$ cat config.mk
export PLATFORM = sky130hd
export DESIGN_NAME = mips_muldiv_unit
export DESIGN_NICKNAME = d
export VERILOG_FILES = /design/src/rtl/mips_muldiv_unit.sv
export SDC_FILE = /design/constraint.sdc
export NUM_CORES = 1
export LEC_CHECK = 0
export CAP_MARGIN = 20
export CORE_MARGIN = 1.5
export CORE_UTILIZATION = 40
export DETAILED_ROUTE_END_ITERATION = 12
export SLEW_MARGIN = 5
export SYNTH_ARGS = -nofsm -noshare
export SYNTH_HDL_FRONTEND = slang
export SYNTH_SLANG_ARGS = --single-unit
$ cat constraint.sdc
create_clock -name clk -period 8.27 [get_ports clk]
set_input_delay 0.827 -clock clk [delete_from_list [all_inputs] [get_ports clk]]
set_output_delay 0.827 -clock clk [all_outputs]
set_load 0.1 [all_outputs]
$ cat src/rtl/mips_muldiv_unit.sv
// Iterative MIPS HI/LO multiply/divide unit: 32 shift-add / restoring-divide steps,
// then a sign-fix cycle, giving a fixed 33-edge latency from start to HI/LO update.
module mips_muldiv_unit (
  input  logic        clk,
  input  logic        reset,
  input  logic        clock_enable,
  input  logic        start,
  input  logic [1:0]  op_code,
  input  logic [31:0] op1,
  input  logic [31:0] op2,
  input  logic        wr_hi,
  input  logic        wr_lo,
  input  logic [31:0] wdata,
  output logic [31:0] hi,
  output logic [31:0] lo,
  output logic        busy,
  output logic        done
);
  typedef enum logic [1:0] {IDLE, RUN, FIX} state_t;

  state_t      state_q, state_d;
  logic [4:0]  cnt_q;
  logic [31:0] mcand_q;            // multiplicand or divisor magnitude
  logic [63:0] acc_q;              // {partial product hi, multiplier} or {remainder, quotient}
  logic        is_div_q, neg_q, rem_neg_q, div_zero_q;
  logic [31:0] hi_q, lo_q;
  logic        done_q;

  logic        sgn;
  logic [31:0] a_mag, b_mag;
  logic [32:0] add_sum, shifted, diff;
  logic [63:0] acc_step, prod_fix;
  logic [31:0] quo_fix, rem_fix;

  assign sgn   = ~op_code[0];
  assign a_mag = (sgn && op1[31]) ? (~op1 + 32'd1) : op1;
  assign b_mag = (sgn && op2[31]) ? (~op2 + 32'd1) : op2;

  always_comb begin
    state_d = state_q;
    case (state_q)
      IDLE:    if (start) state_d = RUN;
      RUN:     if (cnt_q == 5'd31) state_d = FIX;
      FIX:     state_d = IDLE;
      default: state_d = IDLE;
    endcase
  end

  always_comb begin
    add_sum = {1'b0, acc_q[63:32]} + (acc_q[0] ? {1'b0, mcand_q} : 33'd0);
    shifted = acc_q[63:31];
    diff    = shifted - {1'b0, mcand_q};
    // Remainder stays below the divisor, so bit 32 of diff is a clean borrow flag
    if (is_div_q)
      acc_step = diff[32] ? {shifted[31:0], acc_q[30:0], 1'b0}
                          : {diff[31:0], acc_q[30:0], 1'b1};
    else
      acc_step = {add_sum, acc_q[31:1]};
    prod_fix = neg_q     ? (~acc_q + 64'd1)         : acc_q;
    quo_fix  = neg_q     ? (~acc_q[31:0] + 32'd1)   : acc_q[31:0];
    rem_fix  = rem_neg_q ? (~acc_q[63:32] + 32'd1)  : acc_q[63:32];
  end

  always_ff @(posedge clk or negedge reset) begin
    if (!reset) begin
      state_q    <= IDLE;
      cnt_q      <= 5'd0;
      mcand_q    <= 32'd0;
      acc_q      <= 64'd0;
      is_div_q   <= 1'b0;
      neg_q      <= 1'b0;
      rem_neg_q  <= 1'b0;
      div_zero_q <= 1'b0;
      hi_q       <= 32'd0;
      lo_q       <= 32'd0;
      done_q     <= 1'b0;
    end else if (clock_enable) begin
      state_q <= state_d;
      done_q  <= 1'b0;
      case (state_q)
        IDLE: begin
          if (start) begin
            mcand_q    <= b_mag;
            acc_q      <= {32'd0, a_mag};
            is_div_q   <= op_code[1];
            neg_q      <= sgn & (op1[31] ^ op2[31]);
            rem_neg_q  <= sgn & op1[31];
            div_zero_q <= (op2 == 32'd0);
            cnt_q      <= 5'd0;
          end else begin
            if (wr_hi) hi_q <= wdata;
            if (wr_lo) lo_q <= wdata;
          end
        end
        RUN: begin
          acc_q <= acc_step;
          cnt_q <= cnt_q + 5'd1;
        end
        FIX: begin
          // Divide by zero leaves quotient all-ones; remainder path already restores op1
          if (is_div_q) begin
            hi_q <= rem_fix;
            lo_q <= div_zero_q ? 32'hFFFF_FFFF : quo_fix;
          end else begin
            hi_q <= prod_fix[63:32];
            lo_q <= prod_fix[31:0];
          end
          done_q <= 1'b1;
        end
        default: ;
      endcase
    end
  end

  assign hi   = hi_q;
  assign lo   = lo_q;
  assign busy = (state_q != IDLE);
  assign done = done_q;
endmodule

==> impl_metrics.ini <==
[detailed_routing]
drt-initial-drc-count = 1070
drt-total-wl_um = 46600
remaining_drc_errors = 0
wl_met2_um = 20200
avgRoutedWirePerCell_um = 19.8
drt_first_pass_iters = 5
drt-met1-wl_um = 22800
viasPerCell = 5.75
wl_met3_um = 2890
highest_layer = met5
ant_nets = 0
vias = 13500

[setup_path]
cp-start-kind = flip-flop
reg2reg_from = acc_q[0]
worstPathCellList = inv_1, buf_4, ha_1, nand4b_1, or4_4, or4_4, o21ai_1, a31oi_1, xnor2_1, nand2_1, o21ai_0, o21ai_0
arrival_ns = 4.60
cp_top_family = simple AND/OR/NAND/NOR gates
crit_slowest_cell = o21ai_1
startpoint = acc_q[0]
required_ns = 8.57
worstSetupPathType = flip-flop to flip-flop
critPathBufInv = 2
critPathCaptureType = flip-flop
slowest_delay_ns = 0.65
worstPathMaxFanout = 19

[global_route]
first_global_vias = 12600
grt_usage = 0.258
grt_max_degree = 74
grt_overflow = 0
antenna_found_initial = 1
grt_pass1_wl_um = 72200

[sta]
holdWs_ns = 0.277
rsz0062_at_grt = no
post-route-period-util = 0.520
fin_worst_skew_ns = 0.0156
worst_slew_pin_slew_ns = 1.10
setup_violations = 0
fmax_ghz = 0.233
maxSlewHeadroom = 0.266
min_period_ns = 4.30
hold_viol = 0
slew_viol_final = 0
fin_tns_setup_ns = 0

[place]
dp_hpwl_um = 36000
postPlaceCellArea_mm2 = 0.0160
gp_congestion = 0.909
io_buffers = 169

[die]
io_pins = 170
die_w_um = 190
dieHeight_um = 190
core_mm2 = 0.0345
row_count = 68
initial_utilization = 0.406
die_area_mm2 = 0.0361

[clock_network]
post_cts_buffers = 0
numClockSinks = 172
clkTransAtPathRegs_ns = 0.08
root_buffer = clkbuf_16
cts_inserted_buffers = 17
h-tree-depth = 4
cts.repair.resized = 0
clk_path_buf_depth = 2
clk_latency_ns = 0.44
cts_tree = done
cts_hold_buf = 0

[power_and_ir_drop]
comb_power_share = 0.669
power_density_mw_per_mm2 = 480
power_switching_mw = 4.43
p_clk_frac = 0.101
peakVddDrop_mv = 0.303
seqPwrFrac = 0.230
power.total_mw = 7.96
sw_frac_of_total = 0.557
power_leakage_nw = 7.06
p_int_mw = 3.53

[logic_synthesis]
ys.flop_type = dfrtp_1
synth_top_cell_area_share = 0.308
ys_types = 62
synth_top_area_cell = dfrtp_1
yosysSeqAreaShare = 0.308
synthCells = 1786
ys_top_cells_by_area = dfrtp_1 (31%), o21ai_0 (8.7%), nand2_1 (6.8%), xnor2_1 (6.4%), ha_1 (6.3%)
synth_edf_count = 0
netlist_area_mm2 = 0.0140
synth.ff_latch_count = 172
synthesis.nets = 1962
synthArstFlopShare = 1.00
yosysWarnings = 0
syn_area_per_cell_um2 = 7.82

[worst_hold_path]
hp-class = input port to async pin

[finish]
num_antenna_cells = 0
drive_above_1_share = 0.0374
nNetsFinal = 2062
n_fill_cell = 3512
area_growth_pct = 18.7
design_area_mm2 = 0.0166

[run]
cap_violations = 0

[outcome]
status = finished clean
==> synthesized netlist by cell type (16+ instances only) <==
master / n
nand2_1: 254
o21ai_0: 243
dfrtp_1: 172
nor2_1: 136
a21oi_1: 114
xnor2_1: 102
clkbuf_1: 90
ha_1: 70
xor2_1: 69
inv_1: 60
mux2i_1: 55
o22ai_1: 35
a21o_1: 34
nor3_1: 26
nor4_1: 25
a31oi_1: 22
and3_1: 20
nand3_1: 20
o31ai_1: 20
a22oi_1: 19
nand2b_1: 16
nor2b_1: 16
==> layer usage <==
layer  track usage  vias up
met1         0.385     6420
met5             0        -
met4        0.0620        2
met2         0.392      473
met3        0.0339       37
li1              -     6595
==> per-stage QoR <==
stage                util  worst slack [ns]  cells
floorplan               -              4.73   1786
global placement    0.465              4.09   2322
detailed placement  0.465              4.00   2322
CTS                 0.481              4.00   2354
global route        0.481              3.71   2354
finish              0.481              3.97   2354
==> final timing paths <==
| path | end | slack, ns | depth (start not counted) |
|---|---|---|---|
| hold / removal | lo[14] | 0.28 | 1 |
| hold reg to reg | mcand_q[3] | 0.48 | 2 |
| min in group clk | mcand_q[3] | 0.48 | 2 |
| setup reg to reg | hi[4] | 3.97 | 12 |
| max in group asynchronous | is_div_q | 6.73 | 2 |
| setup / recovery | hi[4] | 3.97 | 12 |
==> power groups by stage <==
| stage | logic (mW) | clock network (mW) | registers, mW |
|---|---|---|---|
| final | 5.33 | 0.800 | 1.83 |
| after floorplan | 3.07 | 0 | 2.62 |
| after CTS | 5.29 | 0.811 | 1.82 |
| after global routing | 5.78 | 0.852 | 1.88 |
| after global placement | 5.23 | 0 | 1.81 |
| after detailed placement | 5.27 | 0 | 1.83 |
==> cell families after synthesis <==
family                   count (synthesis)  synth area share
flip-flops                             172             0.308
adder cells (fa/ha/maj)                 72            0.0655
AO/OA/AOI/OAI                          578             0.246
multiplexers                            57            0.0410
buffers and inverters                  163            0.0442
XOR/XNOR                               171             0.107
AND/OR/NAND/NOR                        573             0.188
==> registers in the layout (all words and copies together) (netlist names) <==
| register | flops |
|---|---|
| acc_q | 64 |
| hi | 32 |
| lo | 32 |
| mcand_q | 32 |
| cnt_q | 5 |
| state_q | 2 |
| div_zero_q | 1 |
| done | 1 |
| is_div_q | 1 |
| neg_q | 1 |
| rem_neg_q | 1 |
==> final cells by class <==
cell class,count,area [um^2],share of cell area
multi-input combinational,1451,9100,0.549
sequential,172,4310,0.260
timing repair buffer,184,1810,0.109
tap,455,569,0.0343
clock buffer,19,443,0.0267
inverter,60,225,0.0136
clock inverter,13,130,0.00785
==> layout by cell type, fill, tap and decap left out, types with 5 or more instances in the layout <==
cell type	netlist	routed
or4_1	11	11
o31ai_1	20	20
ha_1	70	70
xnor2_1	102	101
nand2b_1	16	16
o211ai_1	12	12
nand4_1	10	10
nor2b_1	16	15
and3_1	20	20
a31oi_1	22	22
clkdlybuf4s50_1	0	168
nand2_1	254	254
o21ai_0	243	242
nor2_1	136	133
or2_2	5	5
nand3_1	20	19
a21oi_1	114	114
a21o_1	34	34
a211oi_1	8	8
nor3_1	26	26
nor4_1	25	25
o21bai_1	5	5
a221oi_1	5	5
a22oi_1	19	19
a22o_1	6	6
nor3b_1	5	5
buf_4	0	15
dfrtp_1	172	171
inv_1	60	60
o22ai_1	35	35
o41ai_1	11	11
xor2_1	69	69
mux2i_1	55	55
o21a_1	8	8
or3_1	11	11
clkbuf_16	0	17
No activity file was read; power rests on OpenSTA's default activity.
